[src/rtl/stagepipe_fwd.sv]
// Five-stage in-order ALU pipeline (IF/ID/EX/MEM/WB) with EX-stage forwarding,
// HALT drain, host register load/debug ports and a retire counter.
module stagepipe_fwd #(
    parameter int DATA_W  = 32,
    parameter int IMEM_AW = 5
) (
    input  logic               clk,
    input  logic               rst,
    input  logic               start,
    output logic [IMEM_AW-1:0] imem_addr,
    input  logic [31:0]        imem_rdata,
    input  logic               cfg_we,
    input  logic [4:0]         cfg_addr,
    input  logic [DATA_W-1:0]  cfg_wdata,
    input  logic [4:0]         dbg_addr,
    output logic [DATA_W-1:0]  dbg_rdata,
    output logic               busy,
    output logic               halted,
    output logic [31:0]        retired_cnt
);
    typedef enum logic [1:0] {S_IDLE, S_RUN, S_DRAIN, S_HALTED} state_t;
    typedef enum logic [1:0] {OP_ADD = 2'b00, OP_SUB = 2'b01, OP_AND = 2'b10, OP_HALT = 2'b11} op_t;

    state_t              state;
    logic [IMEM_AW+1:0]  pc;
    logic [DATA_W-1:0]   regs [32];

    logic                if_valid;
    logic [31:0]         if_instr;
    logic                id_valid;
    op_t                 id_op;
    logic [4:0]          id_rs1, id_rs2, id_rd;
    logic                ex_valid;
    op_t                 ex_op;
    logic [4:0]          ex_rs1, ex_rs2, ex_rd;
    logic                mem_valid;
    op_t                 mem_op;
    logic [4:0]          mem_rd;
    logic [DATA_W-1:0]   mem_res;
    logic                wb_valid;
    op_t                 wb_op;
    logic [4:0]          wb_rd;
    logic [DATA_W-1:0]   wb_res;

    logic                running, host_ok, halt_in_id, mem_alu, wb_alu;
    logic [DATA_W-1:0]   opa, opb, alu_res;
    logic                unused_bits;

    assign running    = (state == S_RUN) || (state == S_DRAIN);
    assign host_ok    = !running;
    assign halt_in_id = (state == S_RUN) && id_valid && (id_op == OP_HALT);
    assign mem_alu    = mem_valid && (mem_op != OP_HALT);
    assign wb_alu     = wb_valid && (wb_op != OP_HALT);

    assign imem_addr   = pc[IMEM_AW+1:2];
    assign dbg_rdata   = (dbg_addr == 5'd0) ? '0 : regs[dbg_addr];
    assign unused_bits = ^{if_instr[19:5], pc[1:0]};

    // MEM result has priority over WB; rs=0 never forwards.
    always_comb begin
        opa = regs[ex_rs1];
        if (ex_rs1 != 5'd0 && mem_alu && mem_rd == ex_rs1)
            opa = mem_res;
        else if (ex_rs1 != 5'd0 && wb_alu && wb_rd == ex_rs1)
            opa = wb_res;

        opb = regs[ex_rs2];
        if (ex_rs2 != 5'd0 && mem_alu && mem_rd == ex_rs2)
            opb = mem_res;
        else if (ex_rs2 != 5'd0 && wb_alu && wb_rd == ex_rs2)
            opb = wb_res;

        case (ex_op)
            OP_ADD:  alu_res = opa + opb;
            OP_SUB:  alu_res = opa - opb;
            OP_AND:  alu_res = opa & opb;
            default: alu_res = '0;
        endcase
    end

    always_ff @(posedge clk) begin
        if (rst) begin
            state       <= S_IDLE;
            pc          <= '0;
            busy        <= 1'b0;
            halted      <= 1'b0;
            retired_cnt <= '0;
        end else begin
            case (state)
                S_IDLE, S_HALTED: begin
                    if (start) begin
                        state  <= S_RUN;
                        pc     <= '0;
                        busy   <= 1'b1;
                        halted <= 1'b0;
                    end
                end
                S_RUN: begin
                    if (halt_in_id)
                        state <= S_DRAIN;
                    else
                        pc <= pc + (IMEM_AW+2)'(4);
                end
                S_DRAIN: begin
                    if (wb_valid && wb_op == OP_HALT) begin
                        state  <= S_HALTED;
                        busy   <= 1'b0;
                        halted <= 1'b1;
                    end
                end
                default: state <= S_IDLE;
            endcase

            if (host_ok && start)
                retired_cnt <= '0;
            else if (mem_alu)
                retired_cnt <= retired_cnt + 32'd1;
        end
    end

    // On the HALT-in-ID edge the younger instruction in IF is squashed rather than advanced.
    always_ff @(posedge clk) begin
        if (rst || !running) begin
            if_valid  <= 1'b0;
            id_valid  <= 1'b0;
            ex_valid  <= 1'b0;
            mem_valid <= 1'b0;
            wb_valid  <= 1'b0;
        end else begin
            if_valid  <= (state == S_RUN) && !halt_in_id;
            if_instr  <= imem_rdata;

            id_valid  <= if_valid && !halt_in_id;
            id_op     <= op_t'(if_instr[31:30]);
            id_rs1    <= if_instr[29:25];
            id_rs2    <= if_instr[24:20];
            id_rd     <= if_instr[4:0];

            ex_valid  <= id_valid;
            ex_op     <= id_op;
            ex_rs1    <= id_rs1;
            ex_rs2    <= id_rs2;
            ex_rd     <= id_rd;

            mem_valid <= ex_valid;
            mem_op    <= ex_op;
            mem_rd    <= ex_rd;
            mem_res   <= alu_res;

            wb_valid  <= mem_valid;
            wb_op     <= mem_op;
            wb_rd     <= mem_rd;
            wb_res    <= mem_res;
        end
    end

    // Register file is written on the MEM->WB edge so the result is visible one edge after MEM.
    always_ff @(posedge clk) begin
        if (rst) begin
            for (int unsigned i = 0; i < 32; i++)
                regs[i] <= '0;
        end else if (host_ok && cfg_we) begin
            if (cfg_addr != 5'd0)
                regs[cfg_addr] <= cfg_wdata;
        end else if (mem_alu && mem_rd != 5'd0) begin
            regs[mem_rd] <= mem_res;
        end
    end
endmodule

[config.mk]
export PLATFORM = sky130hd
export DESIGN_NAME = stagepipe_fwd
export DESIGN_NICKNAME = d
export VERILOG_FILES = /design/src/rtl/stagepipe_fwd.sv
export SDC_FILE = /design/constraint.sdc
export NUM_CORES = 2
export LEC_CHECK = 0
export CELL_PAD_IN_SITES_DETAIL_PLACEMENT = 1
export CELL_PAD_IN_SITES_GLOBAL_PLACEMENT = 2
export CORE_MARGIN = 5
export CORE_UTILIZATION = 40
export DETAILED_ROUTE_END_ITERATION = 7
export PLACE_DENSITY = 0.72
export SLEW_MARGIN = 20
export SYNTH_ARGS = -nofsm -noshare
export SYNTH_HDL_FRONTEND = slang
export SYNTH_SLANG_ARGS = --single-unit
[constraint.sdc]
create_clock -name clk -period 7.14 [get_ports clk]
set_clock_uncertainty 0.15 [all_clocks]
set_input_delay 1.428 -clock clk [delete_from_list [all_inputs] [get_ports clk]]
set_output_delay 1.428 -clock clk [all_outputs]
set_load 0.005 [all_outputs]
==> results_dict.tcl <==
set metrics [dict create \
    yosysMostFrequentCell "nor2_1" \
    final_nets 5294 \
    core_area_sq_um 175900 \
    path_clk_slew_ns 0.06 \
    worst_slew_pin_slew_ns 1.314 \
    die_y_um 430.2 \
    syn_avg_cell_area_sq_um 14.04 \
    syn-cell-area_sq_um 70630 \
    p_sw_share_pct 40.48 \
    numClockSinks 1209 \
    cts_buffers 141 \
    fmax_ghz 0.1429 \
    yosysTopAreaCell "edfxtp_1" \
    grt_pass1_vias 51830 \
    finalNonFillerCells 7638 \
    r2r_setup_slack_ns 0.14 \
    yosysSeqAreaShare_pct 50.61 \
    setup_viol 0 \
    clk_latency_ns 0.83 \
    cp.required_ns 7.55 \
    synthTopCellsByArea "edfxtp_1 (49%), mux4_2 (27%), nor2_1 (6.3%), mux2i_1 (3.8%), clkbuf_1 (1.9%)" \
    min_path_type "reg2reg" \
    synth_edf_count 1153 \
    die_w_um 430.2 \
    p_per_area_nw_per_um2 413.2 \
    holdWs_ns 0.2684 \
    synth_flop_cell "edfxtp_1" \
    power.internal_uw 20010 \
    dp_hpwl_mm 188.8 \
    syn_to_final_growth_pct 15.22 \
    drc 0 \
    finalCritPeriodShare_pct 98.00 \
    layout-drive-gt1-share_pct 29.20 \
    antenna_found_initial 14 \
    postLayoutCellArea_sq_um 81370 \
    num_rows 154 \
    yosysTopAreaCellShare_pct 49.02 \
    io_pins 149 \
    cts_tree "yes" \
    slew_viol_final 0 \
    slew_headroom_pct 12.22 \
    final_core_utilization_pct 46.26 \
    synthDistinctLibCells 86 \
    yosysWarnings 0 \
    clockRootBuffer "clkbuf_16" \
    ir_worst_vdd_mv 0.2573 \
    firstDrtPassIters 5 \
    reg2regPathDepth 22 \
    netlist_instances 5029 \
    htree_levels 4 \
    totalWireLength_mm 307.2 \
    hold_buffers 0 \
    dieArea_sq_um 185100 \
    routed-via-count 52060 \
    dp.cells 7365 \
    gp_congestion 0.8880 \
    drv_cap 0 \
    wl_per_cell_um 40.22 \
    grt_usage_pct 32.55 \
    start_util_pct 40.15 \
    critPathArrivalTime_ns 7.40 \
    setup.worst_path.end "mem_res[26]$_DFFE_PN_" \
    ys_ff_latch 1209 \
    hold_path_depth 0 \
    grt_max_degree 72 \
    synthTopCellsByCount "nor2_1 (1188), edfxtp_1 (1153), mux4_2 (841)" \
    r2r_end "mem_res[26]$_DFFE_PN_" \
    synth_async_sr_flop_share_pct 0 \
    p_clk_share_pct 22.0 \
    hold_viol_final 0 \
    run_status "finished, final reports clean" \
    drt_iter0_drc 8121 \
    place_area_sq_um 76560 \
    netSwitchingPower_uw 13610 \
    io_buffer_count 133 \
    pwr-share-comb_pct 50.0 \
    clockBufferDepth 3 \
    grt_pass1_wl_mm 419.7 \
    worst-path-max-fanout 48 \
    power_uw 33630 \
    finalCriticalPeriod_ns 6.997 \
    grt-ovfl-total 0 \
    crit_path_start_kind "flop" \
    critical_path_class "reg2reg" \
    pwr-share-seq_pct 28.1 \
    vias_per_cell 6.816 \
    total_leakage_power_uw 0.02853 \
    n_fill_cell 17330 \
    ant_nets 0 \
    end_kind "flop" \
]
flip-flops by register name (all words and copies together) (netlist names), 2 cells and up, named ones only:
signal,flops
mem_op,2
wb_op,2
state,2
if_instr,17
wb_rd,5
mem_rd,5
id_rs1,5
mem_res,32
retired_cnt,32
ex_rd,5
ex_rs2,5
id_rd,5
ex_rs1,5
id_rs2,5
ex_op,2
pc,5
wb_res,32
id_op,2
regs,1024
layer usage:
metal | GRT usage, % | up-vias | share of wire [%]
met1 | 42.25 | 27550 | 36
li1 | - | 19990 | -
met3 | 9.287 | 829 | 12
met2 | 49.60 | 3685 | 45
met5 | 0 | - | 0.035
met4 | 17.63 | 14 | 6.2
per-stage QoR:
step / setup slack (ns) / setup TNS (ns)
after floorplan: 0.4442 / 0
after global placement: -0.2031 / -0.5374
after detailed placement: -0.1121 / -0.1814
after CTS: 0.08091 / 0
after global routing: -0.006977 / -0.006977
final: 0.1426 / 0
final cells by class:
| class | instances | area [sq um] | area share [%] |
|---|---|---|---|
| Tap cell | 2340 | 2928 | 3.598 |
| Inverter | 24 | 91.34 | 0.1122 |
| Sequential cell | 1209 | 35780 | 43.97 |
| Clock buffer | 169 | 3697 | 4.544 |
| Multi-Input combinational cell | 3346 | 33690 | 41.40 |
| Antenna cell | 6 | 15.01 | 0.01845 |
| Timing Repair Buffer | 455 | 4328 | 5.319 |
| Clock inverter | 89 | 850.8 | 1.046 |
power groups by stage:
stage	Combinational, uW	Clock, uW	Sequential (uW)
2_1_floorplan	10500	0	9040
3_3_place_gp	16200	0	9530
3_5_place_dp	16300	0	9560
4_1_cts	16400	7420	9410
5_1_grt	17600	7720	9480
6_report	16800	7380	9440
cells in the final DEF, fill, tap and decap left out, drive strengths merged, types with 28 or more instances in the layout:
cell	count
nor2	1190
edfxtp	1153
mux4	841
buf	326
mux2i	266
nand2	181
clkbuf	171
clkdlybuf4s50	127
a21oi	96
o21ai	82
clkinv	68
xor2	57
nand3	56
dfxtp	56
nand2b	53
xnor2	46
a22oi	41
ha	38
conb	32
nand4	30
inv	28
kinds of logic (layout without fill, tap and decap cells):
group | count (synthesis) | in the layout | synth area share, %
other cells | 1 | 38 | 0.005310
fa+ha+maj | 39 | 39 | 0.7015
simple gates | 1630 | 1630 | 9.596
xor+xnor | 103 | 103 | 1.277
mux | 1128 | 1128 | 30.92
compound gates | 414 | 414 | 3.990
buf+inv | 505 | 737 | 2.898
flops | 1209 | 1209 | 50.61
how the worst min path moves through the flow:
stage                                     end              startpoint
after CTS                  id_rd[1]$_DFFE_PN_   if_instr[1]$_DFFE_PN_
after global routing       id_rd[2]$_DFFE_PN_   if_instr[2]$_DFFE_PN_
after global placement     ex_rd[2]$_DFFE_PN_      id_rd[2]$_DFFE_PN_
final                     mem_rd[4]$_DFFE_PN_      ex_rd[4]$_DFFE_PN_
after floorplan            ex_rd[0]$_DFFE_PN_      id_rd[0]$_DFFE_PN_
after detailed placement   id_op[0]$_DFFE_PN_  if_instr[30]$_DFFE_PN_
critical path: stages, from the launching register on:
cell and delay [ns]:
dfxtp_4 0.49, buf_12 0.36, buf_4 0.27, nand2b_1 0.25, o22ai_1 0.97, o221ai_2 0.35, buf_4 0.24, ha_1 0.17
inv_1 0.16, nand2_1 0.09, xnor2_1 0.16, ha_1 0.36, a21o_1 0.20, a21oi_1 0.26, o21bai_1 0.10, a21oi_1 0.33
o21ai_0 0.30, a221oi_1 0.35, buf_4 0.19, o31a_1 0.24, o21ai_0 0.12, a211o_1 0.31, a32o_1 0.28
repair_timing:
action	CTS	global route
buffers inserted	1	3
cloned	0	1
setup endpoints to repair	5	6
pin swaps	0	4
resized for setup	2	17
Note: power is estimated with default switching activity, not from simulation.
